<file path="src/rtl/player_pkg.sv">
// rtl/player_pkg.sv - shared button channel indices and debounce channel state encoding
package player_pkg;

    localparam int BTN_UP   = 0;
    localparam int BTN_DOWN = 1;
    localparam int BTN_FIRE = 2;

    typedef enum logic [1:0] {
        ST_IDLE         = 2'd0,
        ST_PRESS_WAIT   = 2'd1,
        ST_HELD         = 2'd2,
        ST_RELEASE_WAIT = 2'd3
    } chan_state_e;

    function automatic int max3(input int a, input int b, input int c);
        int m;
        m = (a > b) ? a : b;
        return (m > c) ? m : c;
    endfunction

endpackage

</file>
<file path="src/rtl/debounce_channel.sv">
// rtl/debounce_channel.sv - one button channel: 2-flop synchronizer, stable-count debounce, press/release/repeat pulses
module debounce_channel
    import player_pkg::*;
#(
    parameter int DEBOUNCE_CYCLES = 4,
    parameter int REPEAT_DELAY    = 8,
    parameter int REPEAT_PERIOD   = 4,
    parameter bit REPEAT_EN       = 1'b1
) (
    input  logic clk_i,
    input  logic rst_i,
    input  logic raw_i,
    output logic level_o,
    output logic press_o,
    output logic release_o
);

    localparam int CW = $clog2(max3(DEBOUNCE_CYCLES, REPEAT_DELAY, REPEAT_PERIOD) + 1);
    localparam logic [CW-1:0] DB_LAST    = CW'(DEBOUNCE_CYCLES - 1);
    localparam logic [CW-1:0] RPT_DELAY  = CW'(REPEAT_DELAY);
    localparam logic [CW-1:0] RPT_PERIOD = CW'(REPEAT_PERIOD);
    localparam logic [CW-1:0] ONE        = CW'(1);

    logic          sync1_q, sync2_q;
    chan_state_e   state_q, state_d;
    logic [CW-1:0] db_cnt_q, db_cnt_d;
    logic [CW-1:0] rpt_cnt_q, rpt_cnt_d;
    logic          press_q, press_d;
    logic          release_q, release_d;

    always_ff @(posedge clk_i or posedge rst_i) begin
        if (rst_i) begin
            sync1_q <= 1'b0;
            sync2_q <= 1'b0;
        end else begin
            sync1_q <= raw_i;
            sync2_q <= sync1_q;
        end
    end

    // The repeat counter is only touched in HELD, so a bounce into RELEASE_WAIT freezes it.
    always_comb begin
        state_d   = state_q;
        db_cnt_d  = db_cnt_q;
        rpt_cnt_d = rpt_cnt_q;
        press_d   = 1'b0;
        release_d = 1'b0;
        case (state_q)
            ST_IDLE: begin
                if (sync2_q) begin
                    state_d  = ST_PRESS_WAIT;
                    db_cnt_d = ONE;
                end
            end
            ST_PRESS_WAIT: begin
                if (!sync2_q) begin
                    state_d  = ST_IDLE;
                    db_cnt_d = '0;
                end else if (db_cnt_q == DB_LAST) begin
                    state_d   = ST_HELD;
                    db_cnt_d  = '0;
                    press_d   = 1'b1;
                    rpt_cnt_d = RPT_DELAY;
                end else begin
                    db_cnt_d = db_cnt_q + ONE;
                end
            end
            ST_HELD: begin
                if (!sync2_q) begin
                    state_d  = ST_RELEASE_WAIT;
                    db_cnt_d = ONE;
                end else if (REPEAT_EN) begin
                    if (rpt_cnt_q == ONE) begin
                        press_d   = 1'b1;
                        rpt_cnt_d = RPT_PERIOD;
                    end else begin
                        rpt_cnt_d = rpt_cnt_q - ONE;
                    end
                end
            end
            ST_RELEASE_WAIT: begin
                if (sync2_q) begin
                    state_d  = ST_HELD;
                    db_cnt_d = '0;
                end else if (db_cnt_q == DB_LAST) begin
                    state_d   = ST_IDLE;
                    db_cnt_d  = '0;
                    release_d = 1'b1;
                end else begin
                    db_cnt_d = db_cnt_q + ONE;
                end
            end
            default: begin
                state_d  = ST_IDLE;
                db_cnt_d = '0;
            end
        endcase
    end

    always_ff @(posedge clk_i or posedge rst_i) begin
        if (rst_i) begin
            state_q   <= ST_IDLE;
            db_cnt_q  <= '0;
            rpt_cnt_q <= '0;
            press_q   <= 1'b0;
            release_q <= 1'b0;
        end else begin
            state_q   <= state_d;
            db_cnt_q  <= db_cnt_d;
            rpt_cnt_q <= rpt_cnt_d;
            press_q   <= press_d;
            release_q <= release_d;
        end
    end

    assign level_o   = (state_q == ST_HELD) || (state_q == ST_RELEASE_WAIT);
    assign press_o   = press_q;
    assign release_o = release_q;

endmodule

</file>
<file path="src/rtl/button_conditioner.sv">
// rtl/button_conditioner.sv - debounced, synchronized push-button front end feeding player_controller
module button_conditioner
    import player_pkg::*;
#(
    parameter int                   N_BUTTONS       = 3,
    parameter int                   DEBOUNCE_CYCLES = 4,
    parameter int                   REPEAT_DELAY    = 8,
    parameter int                   REPEAT_PERIOD   = 4,
    parameter logic [N_BUTTONS-1:0] REPEAT_MASK     = 3'b011
) (
    input  logic                 clk,
    input  logic                 rst,
    input  logic [N_BUTTONS-1:0] btn_raw,
    output logic [N_BUTTONS-1:0] btn_level,
    output logic [N_BUTTONS-1:0] btn_press,
    output logic [N_BUTTONS-1:0] btn_release
);

    for (genvar i = 0; i < N_BUTTONS; i++) begin : g_chan
        debounce_channel #(
            .DEBOUNCE_CYCLES(DEBOUNCE_CYCLES),
            .REPEAT_DELAY   (REPEAT_DELAY),
            .REPEAT_PERIOD  (REPEAT_PERIOD),
            .REPEAT_EN      (REPEAT_MASK[i])
        ) u_chan (
            .clk_i    (clk),
            .rst_i    (rst),
            .raw_i    (btn_raw[i]),
            .level_o  (btn_level[i]),
            .press_o  (btn_press[i]),
            .release_o(btn_release[i])
        );
    end

endmodule
</file>
<file path="config.mk">
export PLATFORM = sky130hd
export DESIGN_NAME = button_conditioner
export DESIGN_NICKNAME = d
export VERILOG_FILES = /design/src/rtl/player_pkg.sv /design/src/rtl/debounce_channel.sv /design/src/rtl/button_conditioner.sv
export SDC_FILE = /design/constraint.sdc
export NUM_CORES = 1
export LEC_CHECK = 0
export BUFFER_PORTS_ARGS = -buffer_cell sky130_fd_sc_hd__buf_4
export CAP_MARGIN = 25
export CORE_ASPECT_RATIO = 1.4
export CORE_UTILIZATION = 40
export CTS_BUF_LIST = sky130_fd_sc_hd__clkbuf_2 sky130_fd_sc_hd__clkbuf_4 sky130_fd_sc_hd__clkbuf_8
export CTS_CLUSTER_DIAMETER = 40
export CTS_CLUSTER_SIZE = 40
export DETAILED_ROUTE_END_ITERATION = 8
export PLACE_DENSITY = 0.69
export SKIP_LAST_GASP = 1
export SLEW_MARGIN = 20
export SYNTH_ARGS = -nofsm -noshare
export SYNTH_HDL_FRONTEND = slang
export SYNTH_SLANG_ARGS = --single-unit
</file>
<file path="constraint.sdc">
create_clock -name clk -period 1.8 [get_ports clk]
set_clock_uncertainty 0.05 [all_clocks]
set_input_delay 0.09 -clock clk [delete_from_list [all_inputs] [get_ports clk]]
set_output_delay 0.09 -clock clk [all_outputs]
set_load 0.1 [all_outputs]
</file>
==> results of run 1 <==
[stage by stage]
stage	std cells	power (W)	util, %	hold slack, ns	area (µm²)
5_1_grt	285	0.004782	49.19	0.3263	2537
4_1_cts	283	0.004335	48.14	0.3061	2484
3_5_place_dp	271	0.003406	44.55	0.1508	2298
3_3_place_gp	271	0.003360	44.55	0.1507	2298
6_report	285	0.004438	49.19	0.3033	2537
2_1_floorplan	194	0.002990	-	0.07143	2136
[power groups by stage]
| stage | sequential (W) | combinational (W) | clock [W] |
|---|---|---|---|
| after floorplan | 0.00127 | 0.00172 | 0 |
| after global placement | 0.00131 | 0.00205 | 0 |
| after detailed placement | 0.00132 | 0.00209 | 0 |
| after CTS | 0.00130 | 0.00213 | 0.000902 |
| final | 0.00130 | 0.00226 | 0.000873 |
| after global routing | 0.00135 | 0.00250 | 0.000934 |
[sequential cells by signal, indices dropped and copies added, names as in the netlist, named ones only]
name,cells
g_chan.u_chan.state_q,3
g_chan.u_chan.sync1_q,3
g_chan.u_chan.db_cnt_q,12
g_chan.u_chan.release_o,3
g_chan.u_chan.press_o,3
g_chan.u_chan.rpt_cnt_q,8
g_chan.u_chan.sync2_q,3
[cells in the mapped netlist, types with 2 or more instances]
library cell  instances  area [µm²]
nand3b_1              4       30.03
xor2_1                2       17.52
nor3b_1               2       15.01
a31oi_1               2       12.51
mux2_2                7       78.83
nand4_1               2       12.51
nor3_1                2       10.01
nand2_1              13       48.80
a41oi_1               2       17.52
and3_1                2       12.51
o22ai_1               3       18.77
a211oi_1              4       30.03
buf_6                 3       33.78
nand2b_1              2       12.51
and3b_1               2       17.52
nor2b_1               5       31.28
o22a_1                2       17.52
ha_1                 15       187.7
dfrtp_1              38       950.9
nor2_1                6       22.52
inv_1                12       45.04
a21oi_1               3       15.01
buf_4                 9       67.56
a21boi_0              2       15.01
mux2_4                2       30.03
or2_2                 4       25.02
nand3_1               9       45.04
mux2i_1               9       90.09
clkbuf_1              2       7.510
o21ai_0               2       10.01
[final cells by class]
cell class | count | area [µm²]
timing repair buffer | 31 | 271.5
inverter | 12 | 45.04
clock buffer | 5 | 68.82
tap | 66 | 82.58
fill | 468 | 2621
multi-input combinational | 130 | 1050
sequential | 38 | 950.9
clock inverter | 3 | 68.82
[worst paths after layout]
check | to | start | cells past startpoint
worst max-delay path | g_chan[1].u_chan.rpt_cnt_q[0] | g_chan[1].u_chan.db_cnt_q[0] | 4
worst max register to register | g_chan[1].u_chan.rpt_cnt_q[0] | g_chan[1].u_chan.db_cnt_q[0] | 4
min in group asynchronous | g_chan[1].u_chan.rpt_cnt_q[0] | rst | 4
worst min register to register | g_chan[0].u_chan.sync2_q | g_chan[0].u_chan.sync1_q | 0
max in group asynchronous | g_chan[1].u_chan.db_cnt_q[1] | rst | 4
worst min-delay path | g_chan[0].u_chan.sync2_q | g_chan[0].u_chan.sync1_q | 0
[routing by layer]
metal	track usage, %	vias up	part of all wire [%]
met5	0	-	0
met4	8.058	0	2.3
met3	3.608	7	3.0
met2	27.85	25	53
met1	15.67	731	42
li1	-	731	-
[critical path, stage by stage (launching register included)]
cell and delay (ns):
dfrtp_1 0.38, ha_1 0.20, or3b_4 0.42, o22a_1 0.29
mux2_4 0.31
[kinds of logic (layout without fill, tap and decap cells)]
family                     Yosys count  in the layout  share of synthesized area (%)
and+or+nand+nor                     63             64                          17.79
DFF                                 38             38                          44.63
AOI/OAI and AO/OA                   30             30                          10.75
buffers and inverters               27             51                          7.457
muxes                               18             18                          9.337
adders and majority gates           15             15                          8.808
xor gates and xnor gates             3              3                          1.233
[what timing repair did]
action	in CTS	in global routing
resized for setup	2	12
endpoints found under the hold margin	41	0
cloned	0	1
endpoints found under the setup margin	2	9
hold buffers	4	0
setup buffers	0	1
==> results.toml, run 1 <==
[worst_setup_path]
cp_data_required_time_ns = 1.94
crit_type = "flop to flop"
endpoint_kind = "flop"
crit_fanout = 5
regToRegSetupSlack_ns = 0.04
cp-start-kind = "flop"
arrival_ns = 1.90

[synth]
synthFlopType = "dfrtp_1"
synth_nets = 214
synth_seq_cells = 38
ys_warn_count = 0
synth_edf_count = 0
synth_area_per_cell_um2 = 10.98
ys_seq_area_share_pct = 44.63
async_flop_share_pct = 100.0
synthesis.area_um2 = 2131
yosysUniqueCellTypes = 52
syn_inst = 194

[timing]
slew_headroom_pct = 68.25
setup-tns-final_ns = 0
final.setup.worst_slack_ns = 0.03903
tightest_slew_ns = 0.4762
period_needed_ns = 1.761
fmax_mhz = 567.9
slew_violations = 0
hold_viol_final = 0
min_period_over_period_pct = 97.83
setup_viol = 0

[die]
row_count = 31
dieArea_um2 = 5627
die_y_um = 88.36
core_region_area_um2 = 5159
initial_core_util_pct = 41.30
io_pins = 14
die_width_um = 63.69

[place]
port_buffers = 13
dpl_worst_slack_ns = 0.04618
gp_congestion = 0.7812
detailed_place_hpwl_mm = 2.525

[clocking]
clock_sinks = 38
cts_root_buf = "clkbuf_8"
cts_max_level = 2
cts_max_path_buffers = 2
clock_latency_ns = 0.29
cts_buffers = 5
cts_tree = "built"
clk_pin_slew_ns = 0.08

[pwr]
switching_share_pct = 40.37
p_comb_share_pct = 50.9
p_seq_share_pct = 29.4
power_leakage_nw = 1.196
clkPwrFrac_pct = 19.7
ir_drop_mv = 0.8879
p_per_area_nw_per_um2 = 1749
power_switching_w = 0.001792
internal-power_w = 0.002646

[global_routing]
grt.total_usage_pct = 15.06
grt_pass1_vias = 1504
grt_start_max_net_pins = 39
grt-ovfl-total = 0
antenna_found_initial = 0
grt_first_pass_wirelength_mm = 6.520

[drt]
first_iter_violations = 47
wl_per_cell_um = 12.36
drc_errors = 0
drt-total-wl_mm = 3.522
num_vias = 1494
dr.pass1.iters = 4
ant_nets = 0
vias_per_cell = 5.242

[layout]
drive_above_1_share_pct = 27.40
final_cell_mix = "dfrtp_1, buf_4, nand2_1, ha_1, inv_1"
diodes = 0
layout_commonest_cell = "dfrtp_1"
fin_nets = 238
synthToLayoutAreaGrowth_pct = 19.08

[hold_path]
worst_hold_path_type = "flop to flop"

[flow_run]
drv_cap = 0

[run_status]
status = "completed"
Note: power is estimated with default switching activity, not from simulation.
==> run 2: changes to the inputs <==
CORE_ASPECT_RATIO = 0.7   (was 1.4)
PLACE_DENSITY = 0.67   (was 0.69)
clock period = 1.9 ns   (was 1.8 ns; I/O delays follow)
==> run 2 against run 1 <==
  * First-iteration DRC count down 15%
  * Sequential share of layout area up 1.6 points
  * Clock-buffer cell count unchanged
  * Combinational power down 12%
  * Final cell count down 0.70%
  * Critical endpoint is now btn_level[0]
  * Global-route usage down 0.42 points
  * Critical path depth up 1
  * Flip-flop and latch count unchanged
==> results.toml, run 2 (synthesis results as in run 1) <==
[timing]
rsz0062_at_grt = "no"
setup-tns-final_ns = 0
period_needed_ns = 1.796
tightest_slew_ns = 0.4764
setup_viol = 0
hold_viol_final = 0
fmax_mhz = 556.9
final.setup.worst_slack_ns = 0.1045
slew_violations = 0
min_period_over_period_pct = 94.50
slew_headroom_pct = 68.24

[pwr]
internal-power_w = 0.002225
power_leakage_nw = 1.157
power_switching_w = 0.001666
clkPwrFrac_pct = 17.2
switching_share_pct = 42.81
p_seq_share_pct = 31.8
p_per_area_nw_per_um2 = 1600
p_comb_share_pct = 50.9
ir_drop_mv = 0.5719

[clocking]
cts_tree = "built"
cts_max_path_buffers = 2
cts_max_level = 2
clk_pin_slew_ns = 0.08
clock_latency_ns = 0.29
cts_root_buf = "clkbuf_8"
cts_buffers = 5
clock_sinks = 38

[layout]
synthToLayoutAreaGrowth_pct = 14.15
final_cell_mix = "dfrtp_1, buf_4, ha_1"
layout_commonest_cell = "dfrtp_1"
diodes = 0
largestRegisters = "g_chan.u_chan.db_cnt_q x12, g_chan.u_chan.rpt_cnt_q x8"
fin_nets = 233
finalNonFillerCells = 283
largest_reg_flops = 12
fill_cells = 472
drive_above_1_share_pct = 22.90
regMostFlops = "g_chan.u_chan.db_cnt_q"

[global_routing]
grt-ovfl-total = 0
grt.total_usage_pct = 14.65
grt_pass1_vias = 1388
antenna_found_initial = 0
grt_first_pass_wirelength_mm = 6.244
grt_start_max_net_pins = 39

[worst_setup_path]
crit_fanout = 9
cp-start-kind = "flop"
crit_type = "flop to primary output"
arrival_ns = 1.65
worstSetupStartpoint = "g_chan[0].u_chan.state_q[0]"
cp_data_required_time_ns = 1.75
endpoint_kind = "primary output"
slowest_stage = "dfrtp_1"
slowest_delay_ns = 0.38
r2r_cells = 5
regToRegSetupSlack_ns = 0.13
crit_chain = "inv_1 -> ha_1 -> buf_4 -> or2_2 -> buf_6"
r2r-start = "g_chan[1].u_chan.state_q[0]"

[die]
initial_core_util_pct = 43.14
die_width_um = 89.24
dieArea_um2 = 5628
core_region_area_um2 = 4940
io_pins = 14
row_count = 21
die_y_um = 63.07

[drt]
vias_per_cell = 5.110
first_iter_violations = 40
drc_errors = 0
ant_nets = 0
wl_per_cell_um = 12.63
dr.pass1.iters = 4
num_vias = 1446
drt-total-wl_mm = 3.574

[place]
dp_cells = 271
dpl_worst_slack_ns = 0.1369
gp_congestion = 0.8128
port_buffers = 13
detailed_place_hpwl_mm = 2.532

[hold_path]
whs_path_depth = 0
holdCritStartpoint = "g_chan[2].u_chan.sync1_q"
min_to = "g_chan[2].u_chan.sync2_q"
worst_hold_path_type = "flop to flop"

[run_status]
status = "completed"

[flow_run]
drv_cap = 0
-- run 2: changes by cell type in the layout (fill, tap and decap cells not counted), moves of 2 or more --
cell,change
buf_4,-3
buf_12,-2
clkinv_2,+2
ha_1,+2
ha_2,-2
inv_1,+2
inv_2,-2
-- run 2: area by class of cell --
cell class	count	area (µm²)	area share (%)
Timing Repair Buffer	27	220.2	9.054
Multi-Input combinational cell	129	1021	41.98
Clock inverter	3	40.04	1.646
Clock buffer	5	68.82	2.829
Tap cell	69	86.33	3.549
Sequential cell	38	950.9	39.09
Inverter	12	45.04	1.852
-- run 2: worst max-delay path, delay by kind of cell (launching register included) --
| family | cells | cell delay, ns |
|---|---|---|
| adders and majority gates | 1 | 0.22 |
| buffers and inverters | 3 | 0.46 |
| DFF | 1 | 0.38 |
| and+or+nand+nor | 1 | 0.30 |
-- run 2: how the worst max path moves through the flow --
stage,slack (ns),cells after the start,to
2_1_floorplan,0.07,6,flop
5_1_grt,0.03,5,btn_level[0]
3_5_place_dp,0.14,5,flop
4_1_cts,0.05,5,btn_level[0]
6_report,0.10,5,btn_level[0]
3_3_place_gp,0.17,5,flop
-- run 2: power by group through the flow --
stage	registers (W)	logic, W	clock network, W
after detailed placement	0.00125	0.00194	0
after global placement	0.00125	0.00191	0
after floorplan	0.00120	0.00162	0
after CTS	0.00124	0.00197	0.000702
after global routing	0.00128	0.00217	0.000742
final	0.00124	0.00198	0.000670
-- run 2: what timing repair did --
action / in CTS / in global routing
hold endpoints to repair: 41 / 0
setup endpoints to repair: 0 / 2
setup buffers: 0 / 0
gates resized for setup: 0 / 2
hold buffers: 4 / 0
-- run 2: metrics by stage --
stage | hold slack [ns] | instance area, µm² | power, W | util, %
finish | 0.3015 | 2432 | 0.003891 | 49.24
global route | 0.3075 | 2432 | 0.004194 | 49.24
CTS | 0.3049 | 2425 | 0.003906 | 49.09
detailed placement | 0.1554 | 2276 | 0.003196 | 46.07
global placement | 0.1550 | 2276 | 0.003163 | 46.07
floorplan | 0.07643 | 2131 | 0.002822 | -
-- run 2: per-layer routing --
metal / global-route usage (%) / vias to the layer above / wire (µm)
li1: - / 720 / -
met1: 19.88 / 683 / 1770
met2: 21.47 / 36 / 1573
met3: 3.932 / 7 / 163
met4: 7.143 / 0 / 67
met5: 0 / - / 0
